File: config.mk
export PLATFORM = sky130hd
export DESIGN_NAME = tx_retrans_ctrl_flat
export DESIGN_NICKNAME = d
export VERILOG_FILES = /design/src/rtl/tx_retrans_ctrl_if.sv /design/src/rtl/tx_retrans_ctrl.sv /design/src/flat_wrapper.sv
export SDC_FILE = /design/constraint.sdc
export NUM_CORES = 1
export LEC_CHECK = 0
export ABC_CLOCK_PERIOD_IN_PS = 4800
export CORE_ASPECT_RATIO = 0.75
export CORE_UTILIZATION = 39
export CTS_CLUSTER_SIZE = 8
export DETAILED_ROUTE_END_ITERATION = 7
export MAX_ROUTING_LAYER = met4
export PLACE_DENSITY = 0.9
export SKIP_LAST_GASP = 1
export SLEW_MARGIN = 40
export SYNTH_ARGS = -nofsm -noshare
export SYNTH_HDL_FRONTEND = slang
export SYNTH_SLANG_ARGS = --single-unit
File: constraint.sdc
create_clock -name clk -period 4.8 [get_ports clk]
set_clock_uncertainty 0.15 [all_clocks]
set_input_delay 0.96 -clock clk [delete_from_list [all_inputs] [get_ports clk]]
set_output_delay 0.96 -clock clk [all_outputs]
set_load 0.02 [all_outputs]
File: src/rtl/tx_retrans_ctrl_if.sv
// tx_retrans_ctrl_if: frame launch/result handshake between tx queue/PHY and the retransmit controller
interface tx_retrans_ctrl_if;
  logic tx_req;
  logic tx_need_ack;
  logic tx_allowed;
  logic tx_done;
  logic tx_start;
  logic tx_retry_flag;
  logic result_valid;
  logic result_ok;
  modport master (
    output tx_req, tx_need_ack, tx_allowed, tx_done,
    input  tx_start, tx_retry_flag, result_valid, result_ok
  );
  modport slave (
    input  tx_req, tx_need_ack, tx_allowed, tx_done,
    output tx_start, tx_retry_flag, result_valid, result_ok
  );
endinterface

File: src/rtl/tx_retrans_ctrl.sv
// tx_retrans_ctrl: launches frames, waits for ACK, retries with CW doubling, reports outcome
module tx_retrans_ctrl #(
  parameter int MAX_RETRY_DEFAULT = 7,
  parameter int RX_WATCHDOG_US    = 300
) (
  input  logic                 clk,
  input  logic                 rst,
  input  logic                 tsf_pulse_1M,
  tx_retrans_ctrl_if.slave     bus,
  input  logic                 pkt_header_valid_strobe,
  input  logic                 pkt_header_valid,
  input  logic                 fcs_in_strobe,
  input  logic                 fcs_valid,
  input  logic                 FC_DI_valid,
  input  logic [1:0]           FC_type,
  input  logic [3:0]           FC_subtype,
  input  logic                 addr1_valid,
  input  logic [47:0]          addr1,
  input  logic [47:0]          self_mac_addr,
  input  logic [6:0]           sifs_time,
  input  logic [4:0]           slot_time,
  input  logic [6:0]           phy_rx_start_delay_time,
  input  logic [3:0]           cw_min,
  input  logic [3:0]           cw_max,
  input  logic [3:0]           max_retry,
  output logic [3:0]           cw_exp,
  output logic [3:0]           retry_count,
  output logic [2:0]           state_dbg
);
  typedef enum logic [2:0] {IDLE, WAIT_GRANT, TX_BUSY, WAIT_ACK, RX_ACK, REPORT} state_t;
  state_t state_q, state_d;
  logic tx_start_q, tx_start_d, retry_flag_q, retry_flag_d;
  logic result_valid_q, result_valid_d, result_ok_q, result_ok_d;
  logic need_ack_q, need_ack_d, is_ack_q, is_ack_d, ra_ok_q, ra_ok_d;
  logic [9:0] ack_cnt_q, ack_cnt_d, wd_cnt_q, wd_cnt_d;
  logic [3:0] retry_q, retry_d, cw_q, cw_d, cw_top, cw_inc;
  logic [4:0] limit, cw_p1;
  logic [9:0] ack_top;
  logic fail;
  assign limit   = max_retry == 4'd0 ? 5'(MAX_RETRY_DEFAULT) : {1'b0, max_retry};
  assign ack_top = 10'(sifs_time) + 10'(slot_time) + 10'(phy_rx_start_delay_time);
  assign cw_top  = cw_max >= cw_min ? cw_max : cw_min;
  assign cw_p1   = {1'b0, cw_q} + 5'd1;
  assign cw_inc  = cw_p1 > {1'b0, cw_top} ? cw_top : cw_p1[3:0];
  // next-state, counters and registered outputs; a failed attempt is resolved in the same cycle
  always_comb begin
    state_d    = state_q;
    tx_start_d = 1'b0;
    need_ack_d = need_ack_q;
    ack_cnt_d  = ack_cnt_q;
    wd_cnt_d   = wd_cnt_q;
    is_ack_d   = is_ack_q;
    ra_ok_d    = ra_ok_q;
    retry_d    = retry_q;
    cw_d       = cw_q;
    result_ok_d = 1'b0;
    fail       = 1'b0;
    case (state_q)
      IDLE: state_d = bus.tx_req ? WAIT_GRANT : IDLE;
      WAIT_GRANT: begin
        if (!bus.tx_req) state_d = IDLE;
        else if (bus.tx_allowed) begin
          tx_start_d = 1'b1;
          need_ack_d = bus.tx_need_ack;
          state_d    = TX_BUSY;
        end
      end
      TX_BUSY: begin
        if (bus.tx_done) begin
          ack_cnt_d   = '0;
          state_d     = need_ack_q ? WAIT_ACK : REPORT;
          result_ok_d = !need_ack_q;
        end
      end
      WAIT_ACK: begin
        ack_cnt_d = ack_cnt_q + {9'd0, tsf_pulse_1M};
        if (pkt_header_valid_strobe && pkt_header_valid) begin
          state_d  = RX_ACK;
          is_ack_d = 1'b0;
          ra_ok_d  = 1'b0;
          wd_cnt_d = '0;
        end else if (ack_cnt_q > ack_top) fail = 1'b1;
      end
      RX_ACK: begin
        wd_cnt_d = wd_cnt_q + {9'd0, tsf_pulse_1M};
        if (FC_DI_valid) is_ack_d = FC_type == 2'b01 && FC_subtype == 4'b1101;
        if (addr1_valid) ra_ok_d = addr1 == self_mac_addr;
        if (fcs_in_strobe) begin
          if (fcs_valid && is_ack_q && ra_ok_q) begin
            state_d     = REPORT;
            result_ok_d = 1'b1;
          end else fail = 1'b1;
        end else if (pkt_header_valid_strobe || wd_cnt_q > 10'(RX_WATCHDOG_US)) fail = 1'b1;
      end
      REPORT: begin
        retry_d = '0;
        cw_d    = cw_min;
        state_d = IDLE;
      end
      default: state_d = IDLE;
    endcase
    if (fail) begin
      if ({1'b0, retry_q} + 5'd1 > limit) state_d = REPORT;
      else begin
        retry_d = retry_q + 4'd1;
        cw_d    = cw_inc;
        state_d = WAIT_GRANT;
      end
    end
    result_valid_d = state_d == REPORT;
    retry_flag_d   = retry_d != 4'd0;
  end
  // state and output registers
  always_ff @(posedge clk) begin
    if (rst) begin
      state_q        <= IDLE;
      tx_start_q     <= 1'b0;
      retry_flag_q   <= 1'b0;
      result_valid_q <= 1'b0;
      result_ok_q    <= 1'b0;
      need_ack_q     <= 1'b0;
      is_ack_q       <= 1'b0;
      ra_ok_q        <= 1'b0;
      ack_cnt_q      <= '0;
      wd_cnt_q       <= '0;
      retry_q        <= '0;
      cw_q           <= cw_min;
    end else begin
      state_q        <= state_d;
      tx_start_q     <= tx_start_d;
      retry_flag_q   <= retry_flag_d;
      result_valid_q <= result_valid_d;
      result_ok_q    <= result_ok_d;
      need_ack_q     <= need_ack_d;
      is_ack_q       <= is_ack_d;
      ra_ok_q        <= ra_ok_d;
      ack_cnt_q      <= ack_cnt_d;
      wd_cnt_q       <= wd_cnt_d;
      retry_q        <= retry_d;
      cw_q           <= cw_d;
    end
  end
  assign bus.tx_start      = tx_start_q;
  assign bus.tx_retry_flag = retry_flag_q;
  assign bus.result_valid  = result_valid_q;
  assign bus.result_ok     = result_ok_q;
  assign cw_exp            = cw_q;
  assign retry_count       = retry_q;
  assign state_dbg         = state_q;
endmodule
File: src/flat_wrapper.sv
// flat-port wrapper written by rule: the top's interface ports become plain ports
module tx_retrans_ctrl_flat 
#(
  parameter int MAX_RETRY_DEFAULT = 7,
  parameter int RX_WATCHDOG_US    = 300
)
  (clk, rst, tsf_pulse_1M, pkt_header_valid_strobe, pkt_header_valid, fcs_in_strobe, fcs_valid, FC_DI_valid, FC_type, FC_subtype, addr1_valid, addr1, self_mac_addr, sifs_time, slot_time, phy_rx_start_delay_time, cw_min, cw_max, max_retry, cw_exp, retry_count, state_dbg, bus_tx_req, bus_tx_need_ack, bus_tx_allowed, bus_tx_done, bus_tx_start, bus_tx_retry_flag, bus_result_valid, bus_result_ok);
  tx_retrans_ctrl_if bus_i ();
  input  logic clk;
  input  logic rst;
  input  logic tsf_pulse_1M;
  input  logic pkt_header_valid_strobe;
  input  logic pkt_header_valid;
  input  logic fcs_in_strobe;
  input  logic fcs_valid;
  input  logic FC_DI_valid;
  input  logic [1:0] FC_type;
  input  logic [3:0] FC_subtype;
  input  logic addr1_valid;
  input  logic [47:0] addr1;
  input  logic [47:0] self_mac_addr;
  input  logic [6:0] sifs_time;
  input  logic [4:0] slot_time;
  input  logic [6:0] phy_rx_start_delay_time;
  input  logic [3:0] cw_min;
  input  logic [3:0] cw_max;
  input  logic [3:0] max_retry;
  output logic [3:0] cw_exp;
  output logic [3:0] retry_count;
  output logic [2:0] state_dbg;
  input wire logic [$bits(bus_i.tx_req)-1:0] bus_tx_req;
  input wire logic [$bits(bus_i.tx_need_ack)-1:0] bus_tx_need_ack;
  input wire logic [$bits(bus_i.tx_allowed)-1:0] bus_tx_allowed;
  input wire logic [$bits(bus_i.tx_done)-1:0] bus_tx_done;
  output wire logic [$bits(bus_i.tx_start)-1:0] bus_tx_start;
  output wire logic [$bits(bus_i.tx_retry_flag)-1:0] bus_tx_retry_flag;
  output wire logic [$bits(bus_i.result_valid)-1:0] bus_result_valid;
  output wire logic [$bits(bus_i.result_ok)-1:0] bus_result_ok;
  assign bus_i.tx_req = bus_tx_req;
  assign bus_i.tx_need_ack = bus_tx_need_ack;
  assign bus_i.tx_allowed = bus_tx_allowed;
  assign bus_i.tx_done = bus_tx_done;
  assign bus_tx_start = bus_i.tx_start;
  assign bus_tx_retry_flag = bus_i.tx_retry_flag;
  assign bus_result_valid = bus_i.result_valid;
  assign bus_result_ok = bus_i.result_ok;
  tx_retrans_ctrl #(.MAX_RETRY_DEFAULT(MAX_RETRY_DEFAULT), .RX_WATCHDOG_US(RX_WATCHDOG_US)) u_core (.clk(clk), .rst(rst), .tsf_pulse_1M(tsf_pulse_1M), .bus(bus_i), .pkt_header_valid_strobe(pkt_header_valid_strobe), .pkt_header_valid(pkt_header_valid), .fcs_in_strobe(fcs_in_strobe), .fcs_valid(fcs_valid), .FC_DI_valid(FC_DI_valid), .FC_type(FC_type), .FC_subtype(FC_subtype), .addr1_valid(addr1_valid), .addr1(addr1), .self_mac_addr(self_mac_addr), .sifs_time(sifs_time), .slot_time(slot_time), .phy_rx_start_delay_time(phy_rx_start_delay_time), .cw_min(cw_min), .cw_max(cw_max), .max_retry(max_retry), .cw_exp(cw_exp), .retry_count(retry_count), .state_dbg(state_dbg));
endmodule
==> flow_summary_export.csv <==
group,metric,value,unit
hold_path,worst_hold_path_type,"register to register",
final_layout,areaGrowthSynthToFinish,63.5,%
global_routing,grt_pass1_vias,3988,
setup_path,worstSetupPathType,"input pin to register",
hold_path,hold-path-cell-count,2,
pwr,p_per_area,207,nW/um^2
floorplanning,die_x,112,um
final_layout,design_area,5800,um^2
sta,setup_violations,0,
floorplanning,die-area,9490,um^2
sta,hold_viol_final,0,
placement,dpl_cell_area,5450,um^2
detailed_routing,final_antenna_net_count,0,
logic_synthesis,netlist_area,3550,um^2
final_layout,diodes,0,
detailed_routing,wl_met1,4600,um
placement,hpwl,9610,um
sta,drv_slew,0,
logic_synthesis,yosys_warnings,0,
pwr,vdd_drop_max,0.000119,V
detailed_routing,drt_iter0_markers,345,
logic_synthesis,synthFlopType,"dfxtp_1",
detailed_routing,wl_met3,760,um
setup_path,cp_slowest_stage_delay,440,ps
cts,cts_root_buffer,"clkbuf_16",
logic_synthesis,ys_ff_latch,38,
cts,cts.sinks,38,
logic_synthesis,ys_types,57,
detailed_routing,dr.pass1.iters,8,
placement,gp_congestion,0.891,
sta,setup_tns,0,ps
logic_synthesis,synthCells,430,
setup_path,startpoint_type,"input pin",
setup_path,path_delay_family,"compound AO/OA/AOI/OAI gates",
logic_synthesis,synth_top_area_share,21.4,%
final_layout,layout-drive-gt1-share,14.7,%
cts,cts_max_path_buffers,2,
sta,slew_headroom,55.1,%
setup_path,crit_cells,20,
detailed_routing,route.detailed.drc,8,
sta,fmax,215,MHz
setup_path,r2r_cells,10,
logic_synthesis,ys_seq_area_share,21.4,%
hold_path,whs_endpoint,"u_core.ra_ok_q$_SDFFE_PP0P_",
setup_path,cp.arrival,4720,ps
final_layout,fillers,683,
sta,fin_crit_sh,97.1,%
job,cap_violations,0,
logic_synthesis,synth_edf_count,0,
cts,cts_tree,"built",
logic_synthesis,yosys.area.top_type,"dfxtp_1",
setup_path,cp_cell_sequence,"clkdlybuf4s50_1 -> ha_4 -> inv_1 -> o21bai_1 -> a21oi_2 -> xnor2_2 -> ha_1 -> a21o_1 -> a31oi_2 -> buf_4 -> xnor2_1 -> ha_1 -> nand4b_1 -> buf_4 -> nor2_4 -> a31oi_4 -> o21ai_4 -> nor2_4 -> mux2_4 -> a41oi_2",
final_layout,num-nets-final,811,
hold_path,min_from,"u_core.ra_ok_q$_SDFFE_PP0P_",
pwr,p_leak,2.38,nW
floorplanning,start_util,41.1,%
setup_path,cp_slowest_cell,"clkdlybuf4s50_1",
detailed_routing,via_count,3955,
cts,htreeDepth,2,
detailed_routing,routedWlPerCell,16.0,um
placement,io_buffers,160,
cts,hold_buffers,0,
logic_synthesis,syn_area_per_cell,8.26,um^2
logic_synthesis,async_flop_share,0,%
detailed_routing,avgViaCountPerCell,5.40,
status,violations,"DRC",
sta,hold_ws,307,ps
setup_path,r2r_setup_slack,1860,ps
setup_path,crit_path_end_kind,"register",
logic_synthesis,yosys-top-cells-area,"dfxtp_1 (21%), ha_1 (14%), xor2_1 (9.1%)",
logic_synthesis,synth_nets,618,
cts,clkLatencyLatePin,280,ps
cts,clkTransAtPathRegs,60,ps
setup_path,path_buf_inv,4,
global_routing,antenna_found_initial,0,
pwr,p_total,1.20,mW
floorplanning,fp.coreArea,8640,um^2
detailed_routing,routed_wl,11700,um
logic_synthesis,synth_common_cells,"ha_1 (40), nor2_1 (40), dfxtp_1 (38)",
setup_path,crit_required,4860,ps
floorplanning,ios,161,
status,status,"finished, violations left",
final_layout,fin_util,67.2,%
global_routing,grt_pass1_wl,18400,um
floorplanning,die_h,84.6,um
detailed_routing,route.met2.wl,6160,um
setup_path,path_max_fanout,7,
detailed_routing,highest_layer,"met4",
cts,numCtsBuffers,5,
setup_path,rr_startpoint,"u_core.retry_count[0]$_SDFF_PP0_",
floorplanning,row_count,29,
setup_path,r2r-end,"u_core.bus.tx_retry_flag$_SDFF_PP0_",
global_routing,grt_usage,25.1,%
global_routing,grt_max_degree,41,
sta,fin_crit,4660,ps
global_routing,grt_overflow,0,
sta,worst_pin_slew,664,ps
[tightest hold or removal path, delay by kind of cell (launching register included)]
family	cells	cell delay [ps]
AO/OA/AOI/OAI	1	50
flip-flops	1	310
AND/OR/NAND/NOR	1	50
[cells in the final DEF, fill, tap and decap left out, types with 5 or more instances in the layout]
cell type	synthesis	final
or2_2	5	5
nand4_1	11	11
a21oi_1	32	27
nand3_1	22	22
nor2_1	40	39
ha_1	40	36
a21oi_2	1	6
clkbuf_16	0	5
dfxtp_1	38	38
o21ai_0	11	7
a21o_1	7	7
nor4_1	11	9
a211oi_1	9	9
inv_1	19	19
buf_4	1	33
mux2i_1	6	5
nand2_1	27	27
xor2_1	37	37
nor3_1	8	6
nor2b_1	6	6
mux2_2	7	7
xnor2_1	26	25
clkdlybuf4s50_1	0	153
[layout make-up]
| type | instances | area (um^2) | area share, % |
|---|---|---|---|
| Clock buffer | 8 | 166 | 2.87 |
| Multi-Input combinational cell | 365 | 2820 | 48.5 |
| Timing Repair Buffer | 194 | 1850 | 31.9 |
| Tap cell | 108 | 135 | 2.33 |
| Sequential cell | 38 | 761 | 13.1 |
| Inverter | 19 | 71.3 | 1.23 |
[worst max path at each step]
stage                  from  slack, ps                                   to
6_report       slot_time[3]        140  u_core.bus.tx_retry_flag$_SDFF_PP0_
3_5_place_dp   sifs_time[1]       -780             u_core.cw_exp[1]$_DFF_P_
5_1_grt        slot_time[3]        -80  u_core.bus.tx_retry_flag$_SDFF_PP0_
4_1_cts        slot_time[1]          1  u_core.bus.tx_retry_flag$_SDFF_PP0_
2_1_floorplan  sifs_time[0]          8  u_core.bus.tx_retry_flag$_SDFF_PP0_
3_3_place_gp   sifs_time[0]       -520  u_core.bus.tx_retry_flag$_SDFF_PP0_
[metrics by stage]
step	cells	worst slack (ps)
floorplan	430	7.79
global placement	718	-522
detailed placement	718	-780
CTS	730	0.954
global route	732	-75.7
finish	732	138
[power breakdown]
part           total, mW  leakage (nW)  switching, mW  internal, mW
combinational      0.511          1.99          0.214         0.296
clock              0.359        0.0832          0.124         0.235
sequential         0.332         0.308         0.0101         0.321
total               1.20          2.38          0.348         0.853
[layer usage]
layer,vias up,global-route usage [%]
li1,1943,-
met1,1806,27.1
met2,188,48.0
met3,18,4.04
met4,0,6.18
met5,-,-
[timing repair]
action,in CTS,in global routing
gates resized for setup,26,23
pin swaps,24,26
setup endpoints to repair,12,12
setup buffers,4,3
[sequential cells by signal, indices dropped and copies added (netlist names)]
name / count
u_core.ack_cnt_q: 10
u_core.state_dbg: 3
u_core.bus.result_valid: 1
u_core.cw_exp: 4
u_core.retry_count: 4
u_core.need_ack_q: 1
u_core.bus.tx_retry_flag: 1
u_core.wd_cnt_q: 10
u_core.bus.result_ok: 1
u_core.ra_ok_q: 1
u_core.is_ack_q: 1
u_core.bus.tx_start: 1
[kinds of logic (layout without fill, tap and decap cells)]
group,Yosys count,after routing,synth area share (%)
AOI/OAI and AO/OA,90,90,17.3
adders and majority gates,42,42,15.2
DFF,38,38,21.4
buffers and inverters,27,221,3.38
xor gates and xnor gates,63,63,15.5
muxes,14,14,4.34
and+or+nand+nor,156,156,22.7
No activity file was read; power rests on OpenSTA's default activity.
